<file path="config.mk">
export PLATFORM = sky130hd
export DESIGN_NAME = sw_led_ctrl_flat
export DESIGN_NICKNAME = d
export VERILOG_FILES = /design/src/rtl/sw_led_ctrl_if.sv /design/src/rtl/sw_led_ctrl.sv /design/src/flat_wrapper.sv
export SDC_FILE = /design/constraint.sdc
export NUM_CORES = 1
export LEC_CHECK = 0
export ABC_AREA = 1
export CORE_MARGIN = 4
export CORE_UTILIZATION = 35
export DETAILED_ROUTE_END_ITERATION = 10
export PLACE_DENSITY = 0.57
export SYNTH_ARGS = -nofsm -noshare
export SYNTH_HDL_FRONTEND = slang
export SYNTH_SLANG_ARGS = --single-unit
</file>
<file path="constraint.sdc">
create_clock -name clk -period 1.7 [get_ports clk]
set_input_delay 0.34 -clock clk [delete_from_list [all_inputs] [get_ports clk]]
set_output_delay 0.34 -clock clk [all_outputs]
set_load 0.03 [all_outputs]
</file>
<file path="src/rtl/sw_led_ctrl_if.sv">
// Bundle between the board switches and LED pins and the switch-to-LED controller.
// The master side drives raw switches and mode; the controller drives debounced state and LEDs.
`timescale 1ns/1ps
interface sw_led_ctrl_if #(
    parameter int N_SW  = 2,
    parameter int N_LED = 8
);
    logic [N_SW-1:0]  sw;
    logic [1:0]       mode;
    logic [N_SW-1:0]  sw_db;
    logic [N_LED-1:0] ledr;

    modport master (
        output sw,
        output mode,
        input  sw_db,
        input  ledr
    );

    modport slave (
        input  sw,
        input  mode,
        output sw_db,
        output ledr
    );
endinterface

</file>
<file path="src/rtl/sw_led_ctrl.sv">
// Switch-to-LED controller: per-switch 2-flop sync and debounce, tick prescaler,
// and a registered LED driver with direct, parity, blink and marquee display modes.
`timescale 1ns/1ps
module sw_led_ctrl #(
    parameter int N_SW      = 2,
    parameter int N_LED     = 8,
    parameter int DB_CYCLES = 4,
    parameter int DIV       = 8
) (
    input  logic          clk,
    input  logic          rst,
    sw_led_ctrl_if.slave  bus
);

    localparam int CNT_W = (DB_CYCLES > 1) ? $clog2(DB_CYCLES) : 1;
    localparam int DIV_W = $clog2(DIV);

    localparam logic [1:0] MODE_DIRECT  = 2'd0;
    localparam logic [1:0] MODE_PARITY  = 2'd1;
    localparam logic [1:0] MODE_BLINK   = 2'd2;
    localparam logic [1:0] MODE_MARQUEE = 2'd3;

    logic [N_SW-1:0]  s1_reg;
    logic [N_SW-1:0]  s2_reg;
    logic [N_SW-1:0]  sw_db_reg;
    logic [N_SW-1:0]  sw_db_next;

    logic [DIV_W-1:0] div_reg;
    logic [DIV_W-1:0] div_next;
    logic             tick;

    logic             phase_reg;
    logic             phase_next;
    logic [N_LED-1:0] pos_reg;
    logic [N_LED-1:0] pos_next;

    logic [N_LED-1:0] direct_map;
    logic [N_LED-1:0] ledr_reg;
    logic [N_LED-1:0] ledr_next;

    // Raw switches are asynchronous to clk; two flops before anything looks at them.
    always_ff @(posedge clk or negedge rst) begin
        if (!rst) begin
            s1_reg <= '0;
            s2_reg <= '0;
        end else begin
            s1_reg <= bus.sw;
            s2_reg <= s1_reg;
        end
    end

    genvar gi;
    generate
        for (gi = 0; gi < N_SW; gi++) begin : g_db
            logic [CNT_W-1:0] cnt_reg;
            logic [CNT_W-1:0] cnt_next;
            logic             db_bit_next;

            // A change is accepted only after DB_CYCLES consecutive mismatching samples.
            always_comb begin
                cnt_next    = '0;
                db_bit_next = sw_db_reg[gi];
                if (s2_reg[gi] != sw_db_reg[gi]) begin
                    if (cnt_reg == CNT_W'(DB_CYCLES - 1)) begin
                        db_bit_next = s2_reg[gi];
                        cnt_next    = '0;
                    end else begin
                        cnt_next = cnt_reg + CNT_W'(1);
                    end
                end
            end

            always_ff @(posedge clk or negedge rst) begin
                if (!rst) begin
                    cnt_reg <= '0;
                end else begin
                    cnt_reg <= cnt_next;
                end
            end

            assign sw_db_next[gi] = db_bit_next;
        end
    endgenerate

    always_ff @(posedge clk or negedge rst) begin
        if (!rst) begin
            sw_db_reg <= '0;
        end else begin
            sw_db_reg <= sw_db_next;
        end
    end

    // Free-running prescaler; deliberately independent of mode so timing never restarts.
    assign tick = (div_reg == DIV_W'(DIV - 1));

    always_comb begin
        div_next = div_reg + DIV_W'(1);
        if (tick) begin
            div_next = '0;
        end
    end

    always_comb begin
        phase_next = phase_reg;
        pos_next   = pos_reg;
        if (tick) begin
            phase_next = ~phase_reg;
            // Direction comes from the pre-edge debounced state.
            if (sw_db_reg[0]) begin
                pos_next = {pos_reg[N_LED-2:0], pos_reg[N_LED-1]};
            end else begin
                pos_next = {pos_reg[0], pos_reg[N_LED-1:1]};
            end
        end
    end

    always_ff @(posedge clk or negedge rst) begin
        if (!rst) begin
            div_reg   <= '0;
            phase_reg <= 1'b0;
            pos_reg   <= N_LED'(1);
        end else begin
            div_reg   <= div_next;
            phase_reg <= phase_next;
            pos_reg   <= pos_next;
        end
    end

    // Zero-extend or truncate the debounced switches onto the LED width.
    generate
        for (gi = 0; gi < N_LED; gi++) begin : g_direct
            if (gi < N_SW) begin : g_sw
                assign direct_map[gi] = sw_db_reg[gi];
            end else begin : g_zero
                assign direct_map[gi] = 1'b0;
            end
        end
    endgenerate

    always_comb begin
        ledr_next = '0;
        case (bus.mode)
            MODE_DIRECT:  ledr_next = direct_map;
            MODE_PARITY:  ledr_next = {{(N_LED-1){1'b0}}, ^sw_db_reg};
            MODE_BLINK:   ledr_next = {N_LED{phase_reg}};
            MODE_MARQUEE: ledr_next = pos_reg;
            default:      ledr_next = '0;
        endcase
    end

    always_ff @(posedge clk or negedge rst) begin
        if (!rst) begin
            ledr_reg <= '0;
        end else begin
            ledr_reg <= ledr_next;
        end
    end

    assign bus.sw_db = sw_db_reg;
    assign bus.ledr  = ledr_reg;

endmodule

</file>
<file path="src/flat_wrapper.sv">
// flat-port wrapper written by rule: the top's interface ports become plain ports
module sw_led_ctrl_flat 
#(
    parameter int N_SW      = 2,
    parameter int N_LED     = 8,
    parameter int DB_CYCLES = 4,
    parameter int DIV       = 8
)
  (clk, rst, bus_sw, bus_mode, bus_sw_db, bus_ledr);
  sw_led_ctrl_if #(.N_SW(N_SW), .N_LED(N_LED)) bus_i ();
  input  logic clk;
  input  logic rst;
  input wire logic [$bits(bus_i.sw)-1:0] bus_sw;
  input wire logic [$bits(bus_i.mode)-1:0] bus_mode;
  output wire logic [$bits(bus_i.sw_db)-1:0] bus_sw_db;
  output wire logic [$bits(bus_i.ledr)-1:0] bus_ledr;
  assign bus_i.sw = bus_sw;
  assign bus_i.mode = bus_mode;
  assign bus_sw_db = bus_i.sw_db;
  assign bus_ledr = bus_i.ledr;
  sw_led_ctrl #(.N_SW(N_SW), .N_LED(N_LED), .DB_CYCLES(DB_CYCLES), .DIV(DIV)) u_core (.clk(clk), .rst(rst), .bus(bus_i));
endmodule
</file>
### Word-level counts from Yosys, hierarchy flattened

Index checks and enable logic that the tools add are counted.

* flip-flop bits (word level): 30
* input bits: 6
* output and inout port bits: 10
* word-level logic and storage cells: 33

* $add $sub $neg: 3
* equal/unequal tests: 8
* mux-type cells: 7
* bitwise operators: 1
* reduce and logical (&&, ||, !) cells: 4

Operators by type and width (number)
* 8-bit case mux with 4 select lines: 1
* 2-bit == test (second input constant): 4
* 2-bit 2-to-1 mux: 4
* 8-bit 2-to-1 mux: 1
* 2-bit by 1-bit adder with 2-bit output (second input constant): 2
* 2-bit AND reduction: 2
* 3-bit by 1-bit adder with 3-bit output (second input constant): 1
* 3-bit == test (second input constant): 1
* 3-bit 2-to-1 mux: 1
* 2-bit by 1-bit == test with 1-bit output (second input constant): 1
* 2-bit logical NOT: 1
* 1-bit inequality test: 2
* 2-bit parity: 1
* 1-bit inverter: 1

### Longest topological paths before layout

* depth after elaboration: 3
* mapped depth: 6
* depth with buffers taken out: 4

### Least setup slack after synthesis

No wires, ideal clock.

* kind: reg2reg
* start: register u_core.div_reg[0]
* end: register u_core.pos_reg[1]
* library setup time: 81 ps
* data arrival time: 1150 ps
* required time: 1619 ps
* slack: 469 ps
* stages on the path, launching flop included: 6
* path buffers: 2
* period minus slack after synthesis: 1231 ps
* path through: dfrtp_1 ha_1 ha_1 buf_4 buf_6 a31oi_2

* word-level cells in the longest chain between the ends: 1

RTL lines
* start, declared: RTL line sw_led_ctrl.sv:28 `logic [DIV_W-1:0] div_reg;`
* start signal, assigned: RTL line sw_led_ctrl.sv:123 `div_reg <= div_next;`
* 3-bit == test: RTL line sw_led_ctrl.sv:94 `assign tick = (div_reg == DIV_W'(DIV - 1));`
* end signal, assigned: RTL line sw_led_ctrl.sv:125 `pos_reg <= pos_next;`
* end, declared: RTL line sw_led_ctrl.sv:34 `logic [N_LED-1:0] pos_reg;`

No other way between the ends.
A chain may end at the register's enable or synchronous reset.

### Final worst setup path

* start: register u_core.ledr_reg[0], in the netlist u_core.bus.ledr[0]
* end: output port bus_ledr[0]

RTL lines
* start, declared: RTL line sw_led_ctrl.sv:38 `logic [N_LED-1:0] ledr_reg;`
* start signal, assigned: RTL line sw_led_ctrl.sv:155 `ledr_reg <= ledr_next;`
* end, declared: RTL line flat_wrapper.sv:16 `output wire logic [$bits(bus_i.ledr)-1:0] bus_ledr;`

No word-level cell between the ends.

==> qor.yml <==
placement:
  port_buffers: 15
  place.gp.congestion: 0.7650
  hpwl_mm: 1.312
die:
  core_region_area_um2: 3153
  die_w_um: 66.28
  die_h_um: 66.28
  ioPinCount: 16
  rows: 20
  initial_core_util_pct: 37.70
  die_area_um2: 4392
global_routing:
  grt_max_degree: 31
  overflow: 0
  antenna_found_initial: 0
  grt_pass1_wl_mm: 3.581
  track_usage_pct: 11.22
  grt_pass1_vias: 813
critical_path:
  critPathArrivalTime_ns: 1.31
  crit_start: "u_core.bus.ledr[0]$_DFF_PN0_"
  cpPeakStageDelay_ns: 0.66
  cpLargestDelayFamily: "buffers and inverters"
  crit_type: "flop to primary output"
  startpoint_type: "flop"
  worstPathMaxFanout: 1
  path_buf_inv: 1
  cpMaxStageDelayCell: "clkdlybuf4s50_1"
  cp-end-kind: "primary output"
  worstPathCellList: "clkdlybuf4s50_1"
  cp.required_ns: 1.36
  reg2reg_from: "u_core.div_reg[0]$_DFF_PN0_"
cts:
  clk_path_buf_depth: 2
  root_buffer: "clkbuf_4"
  htree_levels: 2
  clock_sinks: 30
  numCtsBuffers: 5
  post-cts-setup-buffers: 0
  clk_latency_ns: 0.32
  cts_tree: "built"
  path_clk_slew_ns: 0.09
sta:
  rsz0062_at_grt: "false"
  setup_viol: 0
  worst_pin_slew_ns: 0.5866
  tns_ns: 0
  finClkSkew_ns: 0.007506
  clock.fmax_mhz: 607.8
  post-route-min-period_ns: 1.645
  slew_violations: 0
  fin_crit_sh_pct: 96.78
  finalHoldViolCount: 0
  max-slew-margin-rel_pct: 60.89
cells_and_area:
  drive_above_1_share_pct: 10.00
  nFillCells: 317
  fin_nets: 149
  syn_to_final_growth_pct: 21.89
  diodes: 0
  fin_util_pct: 45.95
pwr:
  p_per_area_nw_per_um2: 1128
  leakagePower_nw: 0.8008
  vdd_drop_max_mv: 0.9603
yosys:
  synth.avg_cell_area_um2: 10.07
  synth_nets: 128
  synth-compound-area-share_pct: 5.579
  netlist_top_cells_area: "dfrtp_1 (61%), nand2_1 (12%), nor2_1 (5.7%)"
  synthAdderAreaFrac_pct: 4.211
  synth_xor_area_share_pct: 2.211
  ys_seq_area_share_pct: 63.26
  yosys_warnings: 0
  syn_inst: 118
  synth_top_cell_by_area: "dfrtp_1"
  syn_area_um2: 1189
  synth-simple-area-share_pct: 19.68
  synth.area.mux_share_pct: 0
  synth_top_family_by_area: "simple AND/OR/NAND/NOR gates"
  synth_top_area_share_pct: 61.05
  ys_ff_latch: 30
  ys_types: 16
route:
  routed_wl_mm: 1.879
  post_drt_wl_per_cell_um: 10.21
  drtIter0Drc: 16
  dr.pass1.iters: 4
  viasPerCell: 4.446
  detail-route-antenna-nets: 0
  via_count: 818
  drc_errors: 0
run:
  cap_violations: 0
outcome:
  status: "completed"
worst_hold_path:
  hold_path.startpoint: "u_core.s1_reg[1]$_DFF_PN0_"
  min_path_type: "flop to flop"
-- what timing repair did --
action / in CTS / in global routing
gates resized for setup: 2 / 5
hold buffers: 0 / 0
endpoints found under the setup margin: 2 / 5
-- synthesized netlist by cell type, drive strengths merged --
master and count:
nand2 37, dfstp 1, buf 3, a31oi 8, or2 2, o21ai 2
nor2 18, xor2 1, ha 4, inv 8, nand3 3, xnor2 2
dfrtp 29
-- area by class of cell --
class                      instances  area, um2  area share, %
clock inverter                     1      5.005         0.3454
multi-input combinational         77      376.6          25.99
tap                               44      55.05          3.800
inverter                           8      30.03          2.073
timing repair buffer              17      175.2          12.09
sequential                        30      752.0          51.90
clock buffer                       7      55.05          3.800
-- power breakdown --
part,internal [W],leakage [nW],total [W],switching (W)
sequential,0.000787,0.394,0.000824,0.0000376
clock,0.000200,0.0353,0.000426,0.000226
combinational,0.000145,0.372,0.000384,0.000239
total,0.00113,0.801,0.00163,0.000502
-- path summary, 6_finish.rpt --
kind | end | slack (ns) | depth (start not counted)
max | bus_ledr[0] | 0.05 | 1
min | u_core.s2_reg[1]$_DFF_PN0_ | 0.35 | 0
max reg2reg | u_core.pos_reg[1]$_DFFE_PN0N_ | 0.33 | 4
min reg2reg | u_core.s2_reg[1]$_DFF_PN0_ | 0.35 | 0
max in group asynchronous | u_core.pos_reg[0]$_DFFE_PN1N_ | 1.00 | 2
min in group asynchronous | u_core.phase_reg$_DFFE_PN0N_ | 0.39 | 2
-- cells by family after synthesis --
logic type | Yosys count
simple gates | 60
xor+xnor | 3
buf+inv | 11
flops | 30
fa+ha+maj | 4
compound gates | 10
-- layout by cell type, fill, tap and decap left out --
master | Yosys | layout
nand2_1 | 37 | 37
dfrtp_1 | 29 | 29
nor2_1 | 18 | 18
clkdlybuf4s50_1 | 0 | 8
inv_1 | 7 | 7
a31oi_1 | 7 | 7
clkbuf_4 | 0 | 5
dlymetal6s2s_1 | 0 | 5
ha_1 | 4 | 4
nand3_1 | 3 | 3
or2_2 | 2 | 2
xnor2_1 | 2 | 2
o21ai_0 | 2 | 2
dlygate4sd2_1 | 0 | 2
buf_4 | 1 | 2
inv_2 | 1 | 1
xor2_1 | 1 | 1
a31oi_2 | 1 | 1
clkbuf_8 | 0 | 1
clkinv_2 | 0 | 1
clkbuf_1 | 0 | 1
dfstp_2 | 1 | 1
-- per-stage QoR --
stage / instances / cell area [um2] / hold slack, ns / power [W] / setup WS (ns)
after floorplan: 118 / 1189 / 0.04441 / 0.001104 / 0.4690
after global placement: 176 / 1379 / 0.3334 / 0.001231 / 0.2808
after detailed placement: 176 / 1379 / 0.3373 / 0.001247 / 0.2598
after CTS: 184 / 1436 / 0.3589 / 0.001667 / 0.02395
after global routing: 184 / 1449 / 0.3784 / 0.001761 / 0.006325
final: 184 / 1449 / 0.3549 / 0.001634 / 0.05480
-- per-layer routing --
layer  up-vias  share of wire, %  routed length [um]  track usage (%)
met1       374                48                 897            13.78
met5         -                 0                   0                0
met2        23                41                 772            16.11
met4         0               2.2                  42            5.330
li1        414                 -                   -                -
met3         7               8.8                 166            5.782
Note: power is estimated with default switching activity, not from simulation.
